File: src/rtl/dvp_pkg.sv
`default_nettype none
// ============================================================================
// Module      : dvp_pkg
// Description : Shared definitions for the DVP sensor emulator: FSM state
//               encoding, sync polarities, RGB565 colour-bar constants and
//               small elaboration-time helpers.
// Macro       : DVP_TX_COLORBAR_EN (the colour constants are only consumed
//               when this macro is defined)
// Revision    : 1.0 - initial release
// ============================================================================
package dvp_pkg;

    // Frame sequencer states
    typedef enum logic [2:0] {
        ST_IDLE   = 3'd0,
        ST_VSYNC  = 3'd1,
        ST_VBACK  = 3'd2,
        ST_ACTIVE = 3'd3,
        ST_VFRONT = 3'd4
    } dvp_state_t;

    // Sync polarities; the inactive level is the complement
    localparam logic C_VSYNC_ACTIVE = 1'b1;
    localparam logic C_HREF_ACTIVE  = 1'b1;

    // RGB565 bar colours, left to right
    localparam logic [15:0] C_RGB_WHITE   = 16'hFFFF;
    localparam logic [15:0] C_RGB_YELLOW  = 16'hFFE0;
    localparam logic [15:0] C_RGB_CYAN    = 16'h07FF;
    localparam logic [15:0] C_RGB_GREEN   = 16'h07E0;
    localparam logic [15:0] C_RGB_MAGENTA = 16'hF81F;
    localparam logic [15:0] C_RGB_RED     = 16'hF800;
    localparam logic [15:0] C_RGB_BLUE    = 16'h001F;
    localparam logic [15:0] C_RGB_BLACK   = 16'h0000;

    // Colour of bar number idx (0 = leftmost)
    function automatic logic [15:0] f_bar_colour(input logic [2:0] idx);
        case (idx)
            3'd0:    return C_RGB_WHITE;
            3'd1:    return C_RGB_YELLOW;
            3'd2:    return C_RGB_CYAN;
            3'd3:    return C_RGB_GREEN;
            3'd4:    return C_RGB_MAGENTA;
            3'd5:    return C_RGB_RED;
            3'd6:    return C_RGB_BLUE;
            default: return C_RGB_BLACK;
        endcase
    endfunction

    // Bits needed for a counter that runs 0..count-1 (never less than 1)
    function automatic int f_cnt_width(input int count);
        return (count <= 2) ? 1 : $clog2(count);
    endfunction

    function automatic int f_max4(input int a, input int b, input int c, input int d);
        int m;
        m = a;
        if (b > m) m = b;
        if (c > m) m = c;
        if (d > m) m = d;
        return m;
    endfunction

endpackage
`default_nettype wire

File: src/rtl/dvp_tx_pattern_gen.sv
`default_nettype none
// ============================================================================
// Module      : dvp_tx_pattern_gen
// Description : Combinational test-pattern source. Returns the byte to put
//               on the DVP bus for the current horizontal byte position and
//               active line; 0 whenever href is low.
//               DVP_TX_COLORBAR_EN defined   : 8 vertical RGB565 bars,
//                                              high byte first.
//               DVP_TX_COLORBAR_EN undefined : (h_cnt + line) mod 256.
// Ports       : i_h_cnt    - byte position within the line
//               i_line_idx - line index within the active region
//               i_href     - this byte lies inside the active window
//               o_byte     - pixel byte
// Revision    : 1.0 - initial release
// ============================================================================
module dvp_tx_pattern_gen
    import dvp_pkg::*;
#(
`ifdef DVP_TX_COLORBAR_EN
    parameter int H_ACTIVE = 640,
`endif
    parameter int H_W      = 11,
    parameter int V_W      = 9
) (
    input  logic [H_W-1:0] i_h_cnt,
    input  logic [V_W-1:0] i_line_idx,
    input  logic           i_href,
    output logic [7:0]     o_byte
);

`ifdef DVP_TX_COLORBAR_EN
    localparam int BAR_W = H_ACTIVE / 8;

    int unsigned w_bar;
    logic [2:0]  w_bar_idx;
    logic [15:0] w_colour;

    always_comb begin
        // Two bytes per pixel, so the pixel index is h_cnt/2
        w_bar     = 32'(i_h_cnt >> 1) / BAR_W;
        // Leftover pixels when H_ACTIVE is not a multiple of 8 stay in the last bar
        w_bar_idx = (w_bar > 32'd7) ? 3'd7 : w_bar[2:0];
        w_colour  = f_bar_colour(w_bar_idx);
        o_byte    = 8'h00;
        if (i_href) begin
            o_byte = i_h_cnt[0] ? w_colour[7:0] : w_colour[15:8];
        end
    end
`else
    // Wide enough that the sum never wraps before the final mod-256 truncation
    localparam int S_W = (H_W > 8) ? H_W : 8;

    always_comb begin
        o_byte = 8'h00;
        if (i_href) begin
            o_byte = 8'(S_W'(i_h_cnt) + S_W'(i_line_idx));
        end
    end
`endif

endmodule
`default_nettype wire

File: src/rtl/dvp_sensor_emulator.sv
`default_nettype none
// ============================================================================
// Module      : dvp_sensor_emulator
// Description : DVP camera-side transmitter standing in for an image sensor.
//               Generates PCLK (= clk/2), VSYNC, HREF and 8-bit RGB565 data
//               for a parameterised frame geometry. Data changes on the clk
//               edge where PCLK falls (a "tick") and is stable at PCLK rise.
// Macro       : DVP_TX_COLORBAR_EN - colour bars instead of counting pattern
// Ports       : clk          - sensor master clock
//               rst_n        - asynchronous active-low reset
//               pwdn_i       - power-down, asynchronous, active high
//               dvp_pclk_o   - pixel clock
//               dvp_vsync_o  - frame sync, active high
//               dvp_href_o   - line valid, active high
//               dvp_d_o      - pixel byte
//               frame_done_o - one-clk pulse at end of each complete frame
// Revision    : 1.0 - initial release
// ============================================================================
module dvp_sensor_emulator
    import dvp_pkg::*;
#(
    parameter int H_ACTIVE    = 640,
    parameter int V_ACTIVE    = 480,
    parameter int H_BLANK     = 144,
    parameter int VSYNC_LINES = 3,
    parameter int V_BACK      = 17,
    parameter int V_FRONT     = 10
) (
    input  logic       clk,
    input  logic       rst_n,
    input  logic       pwdn_i,
    output logic       dvp_pclk_o,
    output logic       dvp_vsync_o,
    output logic       dvp_href_o,
    output logic [7:0] dvp_d_o,
    output logic       frame_done_o
);

    localparam int LINE_TICKS = 2 * H_ACTIVE + H_BLANK;
    localparam int H_W        = f_cnt_width(LINE_TICKS);
    localparam int MAX_LINES  = f_max4(VSYNC_LINES, V_BACK, V_ACTIVE, V_FRONT);
    localparam int V_W        = f_cnt_width(MAX_LINES);

    localparam logic [H_W-1:0] C_H_LAST       = H_W'(LINE_TICKS - 1);
    localparam logic [H_W-1:0] C_HREF_END     = H_W'(2 * H_ACTIVE);
    // Last-line values of zero-length states wrap, but those states are never entered
    localparam logic [V_W-1:0] C_VSYNC_LAST   = V_W'(VSYNC_LINES - 1);
    localparam logic [V_W-1:0] C_VBACK_LAST   = V_W'(V_BACK - 1);
    localparam logic [V_W-1:0] C_ACTIVE_LAST  = V_W'(V_ACTIVE - 1);
    localparam logic [V_W-1:0] C_VFRONT_LAST  = V_W'(V_FRONT - 1);

    // ------------------------------------------------------------------
    // Power-down synchroniser; resets to "powered down" so the sequencer
    // starts cleanly a couple of clocks after reset release.
    // ------------------------------------------------------------------
    logic r_pwdn_meta;
    logic r_pwdn_s;

    always_ff @(posedge clk or negedge rst_n) begin
        if (!rst_n) begin
            r_pwdn_meta <= 1'b1;
            r_pwdn_s    <= 1'b1;
        end else begin
            r_pwdn_meta <= pwdn_i;
            r_pwdn_s    <= r_pwdn_meta;
        end
    end

    // ------------------------------------------------------------------
    // Sequencer state and output registers
    // ------------------------------------------------------------------
    dvp_state_t     r_state;
    logic [H_W-1:0] r_h_cnt;
    logic [V_W-1:0] r_v_cnt;
    logic           r_pclk;
    logic           r_vsync;
    logic           r_href;
    logic [7:0]     r_d;
    logic           r_frame_done;

    dvp_state_t     w_state_nxt;
    dvp_state_t     w_state_after;
    logic [H_W-1:0] w_h_nxt;
    logic [V_W-1:0] w_v_nxt;
    logic           w_pclk_nxt;
    logic           w_vsync_nxt;
    logic           w_href_nxt;
    logic [7:0]     w_d_nxt;
    logic           w_done_nxt;
    logic           w_last_line;
    logic           w_frame_end;
    logic           w_h_wrap;
    logic           w_href_now;
    logic [7:0]     w_pat_byte;

    always_ff @(posedge clk or negedge rst_n) begin
        if (!rst_n) begin
            r_state      <= ST_IDLE;
            r_h_cnt      <= '0;
            r_v_cnt      <= '0;
            r_pclk       <= 1'b0;
            r_vsync      <= ~C_VSYNC_ACTIVE;
            r_href       <= ~C_HREF_ACTIVE;
            r_d          <= 8'h00;
            r_frame_done <= 1'b0;
        end else begin
            r_state      <= w_state_nxt;
            r_h_cnt      <= w_h_nxt;
            r_v_cnt      <= w_v_nxt;
            r_pclk       <= w_pclk_nxt;
            r_vsync      <= w_vsync_nxt;
            r_href       <= w_href_nxt;
            r_d          <= w_d_nxt;
            r_frame_done <= w_done_nxt;
        end
    end

    // Per-state line budget and successor; zero-length states are skipped
    always_comb begin
        w_last_line   = 1'b0;
        w_state_after = ST_VSYNC;
        w_frame_end   = 1'b0;
        case (r_state)
            ST_VSYNC: begin
                w_last_line   = (r_v_cnt == C_VSYNC_LAST);
                w_state_after = (V_BACK != 0) ? ST_VBACK : ST_ACTIVE;
            end
            ST_VBACK: begin
                w_last_line   = (r_v_cnt == C_VBACK_LAST);
                w_state_after = ST_ACTIVE;
            end
            ST_ACTIVE: begin
                w_last_line   = (r_v_cnt == C_ACTIVE_LAST);
                w_state_after = (V_FRONT != 0) ? ST_VFRONT : ST_VSYNC;
                w_frame_end   = (V_FRONT == 0);
            end
            ST_VFRONT: begin
                w_last_line   = (r_v_cnt == C_VFRONT_LAST);
                w_state_after = ST_VSYNC;
                w_frame_end   = 1'b1;
            end
            default: begin
                w_last_line   = 1'b0;
                w_state_after = ST_VSYNC;
            end
        endcase
    end

    assign w_h_wrap   = (r_h_cnt == C_H_LAST);
    assign w_href_now = (r_state == ST_ACTIVE) && (r_h_cnt < C_HREF_END);

    // Outputs registered on a tick describe the counter position before it
    // advances, so line byte 0 appears on the first tick of each line.
    always_comb begin
        w_state_nxt = r_state;
        w_h_nxt     = r_h_cnt;
        w_v_nxt     = r_v_cnt;
        w_pclk_nxt  = r_pclk;
        w_vsync_nxt = r_vsync;
        w_href_nxt  = r_href;
        w_d_nxt     = r_d;
        w_done_nxt  = 1'b0;

        if (r_pwdn_s) begin
            // Power-down wins immediately, whatever the tick phase
            w_state_nxt = ST_IDLE;
            w_h_nxt     = '0;
            w_v_nxt     = '0;
            w_pclk_nxt  = 1'b0;
            w_vsync_nxt = ~C_VSYNC_ACTIVE;
            w_href_nxt  = ~C_HREF_ACTIVE;
            w_d_nxt     = 8'h00;
        end else if (r_state == ST_IDLE) begin
            w_state_nxt = ST_VSYNC;
            w_h_nxt     = '0;
            w_v_nxt     = '0;
            w_pclk_nxt  = 1'b0;
        end else begin
            w_pclk_nxt = ~r_pclk;
            // pclk currently high -> this edge takes it low: a tick
            if (r_pclk) begin
                w_vsync_nxt = (r_state == ST_VSYNC) ? C_VSYNC_ACTIVE : ~C_VSYNC_ACTIVE;
                w_href_nxt  = w_href_now ? C_HREF_ACTIVE : ~C_HREF_ACTIVE;
                w_d_nxt     = w_pat_byte;
                if (w_h_wrap) begin
                    w_h_nxt = '0;
                    if (w_last_line) begin
                        w_v_nxt     = '0;
                        w_state_nxt = w_state_after;
                        w_done_nxt  = w_frame_end;
                    end else begin
                        w_v_nxt = r_v_cnt + V_W'(1);
                    end
                end else begin
                    w_h_nxt = r_h_cnt + H_W'(1);
                end
            end
        end
    end

    dvp_tx_pattern_gen #(
`ifdef DVP_TX_COLORBAR_EN
        .H_ACTIVE   (H_ACTIVE),
`endif
        .H_W        (H_W),
        .V_W        (V_W)
    ) u_pattern_gen (
        .i_h_cnt    (r_h_cnt),
        .i_line_idx (r_v_cnt),
        .i_href     (w_href_now),
        .o_byte     (w_pat_byte)
    );

    assign dvp_pclk_o   = r_pclk;
    assign dvp_vsync_o  = r_vsync;
    assign dvp_href_o   = r_href;
    assign dvp_d_o      = r_d;
    assign frame_done_o = r_frame_done;

endmodule
`default_nettype wire

File: config.mk
export PLATFORM = sky130hd
export DESIGN_NAME = dvp_sensor_emulator
export DESIGN_NICKNAME = d
export VERILOG_FILES = /design/src/rtl/dvp_pkg.sv /design/src/rtl/dvp_tx_pattern_gen.sv /design/src/rtl/dvp_sensor_emulator.sv
export SDC_FILE = /design/constraint.sdc
export NUM_CORES = 1
export LEC_CHECK = 0
export CAP_MARGIN = 0
export CORE_ASPECT_RATIO = 1.25
export CORE_MARGIN = 5
export CORE_UTILIZATION = 38
export CTS_CLUSTER_DIAMETER = 60
export DETAILED_ROUTE_END_ITERATION = 10
export PLACE_DENSITY_LB_ADDON = 0.15
export SLEW_MARGIN = 0
export SYNTH_ARGS = -nofsm -noshare
export SYNTH_HDL_FRONTEND = slang
export SYNTH_SLANG_ARGS = --single-unit
File: constraint.sdc
create_clock -name clk -period 4.25 [get_ports clk]
set_clock_uncertainty 0.05 [all_clocks]
set_input_delay 0.85 -clock clk [delete_from_list [all_inputs] [get_ports clk]]
set_output_delay 0.85 -clock clk [all_outputs]
set_load 0.01 [all_outputs]
Yosys cells after proc, flatten, opt, wreduce, memory -nomap -nowiden
Cells that the tools add are included.
{"block": "op_classes", "n_addsub": 3, "order_cmp": 1, "n_eq_ne": 10, "muxes": 36, "bitwise_logic": 1, "n_reduce_logical": 9}
{"op": "$mux W9", "count": 5}
{"op": "$mux W11", "count": 4}
{"op": "$mux W8", "count": 4}
{"op": "$mux W1", "count": 16}
{"op": "$mux W3", "count": 5}
{"op": "$add A11 B1 Y11 const B", "count": 1}
{"op": "$eq A11 B11 Y1 const B", "count": 1}
{"op": "$lt A11 B11 Y1 const B", "count": 1}
{"op": "$add A9 B1 Y9 const B", "count": 1}
{"op": "$eq A9 B2 Y1 const B", "count": 1}
{"op": "$eq A9 B4 Y1 const B", "count": 1}
{"op": "$eq A9 B5 Y1 const B", "count": 1}
{"op": "$eq A9 B9 Y1 const B", "count": 1}
{"op": "$pmux W3 S3", "count": 1}
{"op": "$reduce_bool A3 Y1", "count": 3}
{"op": "$add A8 B8 Y8", "count": 1}
{"op": "$eq A3 B2 Y1 const B", "count": 2}
{"op": "$pmux W1 S4", "count": 1}
{"op": "$reduce_and A2 Y1", "count": 2}
{"op": "$eq A3 B1 Y1 const B", "count": 1}
{"op": "$eq A3 B3 Y1 const B", "count": 1}
{"op": "$logic_not A3 Y1", "count": 1}
{"op": "$reduce_and A3 Y1", "count": 1}
{"op": "$ne A2 B2 Y1 const B", "count": 1}
{"op": "3 further kinds", "count": 3}
{"block": "totals", "reg_bits": 37, "inputBits": 3, "output_inout_bits": 12}

Logic depth before layout (Yosys ltp)
{"block": "logic_depth", "word_depth": 7, "mapped_depth": 8, "ltp_nobuf": 7}

By module
A second synthesis with hierarchy kept.
{"block": "hier_totals", "hier_cells": 246, "hier_area_um2": 2319.7}
{"mod": "dvp_sensor_emulator", "instances": 1, "cells_each": 202, "area_each_um2": 1978.1, "seq_area_each_um2": 928.4}
{"mod": "dvp_tx_pattern_gen", "instances": 1, "cells_each": 44, "area_each_um2": 341.6, "seq_area_each_um2": 0.0}

Worst setup path after synthesis
Ideal clock, no wire load.
{"block": "synth_timing", "path_type": "register to register", "startpoint": "register r_h_cnt[1]", "endpoint": "register r_v_cnt[7]", "setup_ns": 0.135, "arrival_ns": 2.041, "slack_ns": 2.024, "stages_incl_launch_ff": 8, "period_less_slack_ns": 2.226, "cell_sequence": "dfrtp_1 -> ha_1 -> nand3_1 -> or4_4 -> buf_6 -> a2111oi_4 -> xnor2_1 -> nor3_2"}
{"block": "synth_between", "elab_chain_len": 3}
{"item": "from (decl)", "line": "dvp_sensor_emulator.sv:73", "source": "logic [H_W-1:0] r_h_cnt;"}
{"item": "from (signal assigned)", "line": "dvp_sensor_emulator.sv:108", "source": "r_h_cnt <= w_h_nxt;"}
{"item": "$eq A11 B11 Y1", "line": "dvp_sensor_emulator.sv:149", "source": "assign w_h_wrap = (r_h_cnt == C_H_LAST);"}
{"item": "$reduce_bool A3 Y1 (no source line)"}
{"item": "$reduce_and A2 Y1 (no source line)"}
{"item": "to (signal assigned)", "line": "dvp_sensor_emulator.sv:109", "source": "r_v_cnt <= w_v_nxt;"}
{"item": "to (decl)", "line": "dvp_sensor_emulator.sv:74", "source": "logic [V_W-1:0] r_v_cnt;"}
Every way passes these cells.
A chain may end at the register's enable or synchronous reset.

Final worst setup path
{"block": "layout_timing", "startpoint": "register r_state[0]", "endpoint": "register r_frame_done (netlist: frame_done_o)"}
{"block": "layout_between", "elab_chain_len": 7}
{"item": "from (decl)", "line": "dvp_sensor_emulator.sv:72", "source": "dvp_state_t r_state;"}
{"item": "from (signal assigned)", "line": "dvp_sensor_emulator.sv:107", "source": "r_state <= w_state_nxt;"}
{"item": "$eq A3 B3 Y1, or another cell as far along", "line": "dvp_sensor_emulator.sv:123", "source": "case (r_state)"}
{"item": "$pmux W1 S4 / $mux W1 (equally long branches)", "line": "dvp_sensor_emulator.sv:123"}
{"item": "$mux W1", "line": "dvp_sensor_emulator.sv:187", "source": "if (w_last_line) begin"}
{"item": "$mux W1", "line": "dvp_sensor_emulator.sv:185", "source": "if (w_h_wrap) begin"}
{"item": "$mux W1", "line": "dvp_sensor_emulator.sv:181", "source": "if (r_pclk) begin"}
{"item": "$mux W1 *", "line": "dvp_sensor_emulator.sv:173", "source": "end else if (r_state == ST_IDLE) begin"}
{"item": "$mux W1 *", "line": "dvp_sensor_emulator.sv:164", "source": "if (r_pwdn_s) begin"}
{"item": "via w_done_nxt", "line": "dvp_sensor_emulator.sv:89", "source": "logic w_done_nxt;"}
{"item": "to (signal assigned)", "line": "dvp_sensor_emulator.sv:114", "source": "r_frame_done <= w_done_nxt;"}
{"item": "to (decl)", "line": "dvp_sensor_emulator.sv:79", "source": "logic r_frame_done;"}
The timed path passes the listed nets; every way through them passes the cells marked *.

==> results by group <==
Die
  • Rows: 31
  • Core Box Area: just under 6000 µm²
  • Die width: just under 80 µm
  • Die H: 96.0 µm
  • Starting density of the core: 38.9%
  • Top-level port count: 15
  • Die area: 7570 µm²

STA
  • Slew Limit Fails: 0
  • Final hold slack: 0.307 ns
  • Fmax achieved: 406 MHz
  • Worst-Margin Slew: 0.835 ns
  • # setup viols final: 0
  • Fin crit share: 57.9%
  • Hold Fails Final Rpt: 0
  • RSZ-0062 raised after global routing: no
  • Slew headroom: between 40 and 50%
  • Tmin final: 2.46 ns
  • Setup TNS: 0 ns

Synthesis
  • Synth top area cells: dfrtp_1 39%, xor2_1 5.1%, ha_1 5.0%, a21oi_1 3.1%, a22o_1 3.1%
  • Area fraction of the dominant cell type after synthesis: 38.9%
  • Cells after Synth: around 230
  • Post-synth EDFFs: 0
  • Yosys top cell by area: dfrtp_1
  • Flops & latches, synth: 37
  • Mapped Area: 2250 µm²
  • Mean Syn Cell Area: 9.91 µm²
  • Cell variety after synth: 52
  • Post-synthesis async set-or-reset flop share: 100%
  • Top FF cell, synth: dfrtp_1
  • Sequential area share after synthesis: 41.3%
  • Mapped Nets: 240
  • Synth warn: 0

Drt
  • Via count: 1762
  • Routed Antenna Nets: 0
  • Vias per cell: 5.74
  • Final wirelength: 5380 µm
  • Initial DRC count: 80
  • First drt pass iteration count: 4
  • Wire per inst: 17.5 µm
  • DRC viols: 0

Power
  • Total chip power: around 630 µW
  • Static Leak: around 0.0010 µW
  • Pwr Density: 253 nW/µm²
  • Peak supply drop: 0.168 mV

Clocking
  • Clock slew at reported path FFs: 0.08 ns
  • Clk sink count: 37
  • CTS tree: yes
  • Post-CTS Hold Buffers: 0
  • CTS H-tree lvls: 2
  • Post-CTS setup buffers: 0
  • Clock buffer depth: 2
  • CTS Buf Count: 5
  • Latest clock arrival within the worst-skew pair: 0.29 ns
  • # resized after CTS: 0
  • Root Driver: clkbuf_8

Min path
  • Hold Crit Class: reg2reg

Flow run
  • Max-cap violations: 0

Placed design
  • Post-DP HPWL: 3930 µm
  • Placer Congestion: 0.809
  • I/O Buffers: 14

Layout
  • Fill cells: 574
  • Share of cells above drive strength 1: 9.96%
  • Area Growth Syn to Fin: 10.6%
  • Area occupied by multi-input gates: approximately 1200 µm²
  • Ant. Diodes: 0
  • Nets: 253
  • Area taken by flip-flops and latches: ~930 µm²

Setup path
  • Max incr delay on CP: 0.59 ns
  • Critical Setup Path Class: reg2reg
  • Startpoint types: register
  • CP Max Fanout: 12
  • Worst setup EP type: register
  • CP cell instances: nand2b_1 > a2111oi_1 > a21oi_1 > nor4_4 > nor4b_2
  • WP data arrival: 2.62 ns
  • Worst EP required: 4.40 ns
  • CP max-delay cell: dfrtp_1

GRT
  • Initial antenna violation count: 0
  • Pin count of the biggest net entering global routing: 38
  • Vias in the first global route: 1734
  • Overflow after GRT: 0
  • First-pass GRT wire length: 9060 µm
  • GR Util All Layers: between 10% and 20%

Run status
  • Status: finished, final reports clean
path summary, 6_finish.rpt:
check / startpoint / end / slack (ns) / depth (start not counted)
min reg2reg: r_pwdn_meta / r_pwdn_s / 0.31 / 0
max: r_state[0] / frame_done_o / 1.79 / 5
max reg2reg: r_state[0] / frame_done_o / 1.79 / 5
min in group asynchronous: rst_n / r_h_cnt[6] / 0.61 / 1
min: r_pwdn_meta / r_pwdn_s / 0.31 / 0
max in group asynchronous: rst_n / dvp_vsync_o / 3.01 / 1
cell type report:
type,instances,share of cell area (%)
sequential,37,37.3
clock buffer,6,2.92
clock inverter,2,0.402
tap,66,3.32
multi-input combinational,174,49.3
timing repair buffer,15,5.73
inverter,7,1.06
synth_stat cells (4+ instances only):
cell type / instances
inv_1: 7
and3_1: 4
o21ai_0: 12
a21o_1: 5
nor3_1: 12
dfrtp_1: 35
nand2_1: 13
a21oi_1: 14
nand4_1: 8
xnor2_1: 8
buf_6: 4
nand3_1: 8
xor2_1: 13
nor2_1: 16
ha_1: 9
a22o_1: 8
kinds of logic (layout without fill, tap and decap cells):
| family | count (synthesis) | after routing | share of synthesized area (%) |
|---|---|---|---|
| buffers and inverters | 16 | 30 | 4.23 |
| xor gates and xnor gates | 21 | 21 | 8.18 |
| DFF | 37 | 37 | 41.3 |
| AOI/OAI and AO/OA | 58 | 58 | 18.5 |
| adders and majority gates | 10 | 10 | 5.90 |
| and+or+nand+nor | 85 | 85 | 22.0 |
critical path: cells and delay by family (launching register included):
kind	cells	cell delay, ns
flip-flops	1	0.59
AO/OA/AOI/OAI	2	0.78
AND/OR/NAND/NOR	3	0.95
routing by layer:
| layer | share of wire, % | vias up | GRT usage (%) |
|---|---|---|---|
| li1 | - | 863 | - |
| met1 | 45 | 851 | 19.1 |
| met2 | 49 | 35 | 26.3 |
| met3 | 2.8 | 13 | 3.37 |
| met4 | 3.1 | 0 | 7.31 |
| met5 | 0 | - | 0 |
sequential cells by signal, summed over array words and instances, names as in the netlist:
signal / cells
dvp_d_o: 8
dvp_href_o: 1
dvp_pclk_o: 1
dvp_vsync_o: 1
frame_done_o: 1
r_h_cnt: 11
r_pwdn_meta: 1
r_pwdn_s: 1
r_state: 3
r_v_cnt: 9
stage by stage:
stage	cell area, µm²	instances	utilization, %	worst slack, ns
after floorplan	2250	227	-	2.02
after global placement	2410	299	41.6	1.92
after detailed placement	2410	299	41.6	1.81
after CTS	2490	307	43.1	1.79
after global routing	2490	307	43.1	1.51
final	2490	307	43.1	1.79
cell usage in the layout (no fill, tap or decap), drive strengths merged, types with 2 or more instances in the layout:
master	count
nor2	16
xnor2	8
nor3	13
o2111ai	2
a311o	2
clkinv	2
a22o	8
o211ai	3
nand3b	2
o31ai	2
ha	9
nand2	13
xor2	13
nor4	2
and3	4
a2111oi	3
a21o	5
a211oi	2
a21oi	14
nand3	8
clkdlybuf4s50	13
nand4	8
nand2b	3
or4	2
o21ai	12
buf	2
dfrtp	35
dfstp	2
clkbuf	6
inv	7
or3	4
or2	3
report_power, final:
| group | internal, µW | leakage [µW] | switching, µW | total, µW |
|---|---|---|---|---|
| Sequential | 356 | 0.000507 | 5.67 | 361 |
| Clock | 114 | 0.0000450 | 126 | 240 |
| Combinational | 7.05 | 0.000486 | 21.4 | 28.5 |
| Total | 476 | 0.00104 | 153 | 629 |
Power figures use the tool's default switching activity.
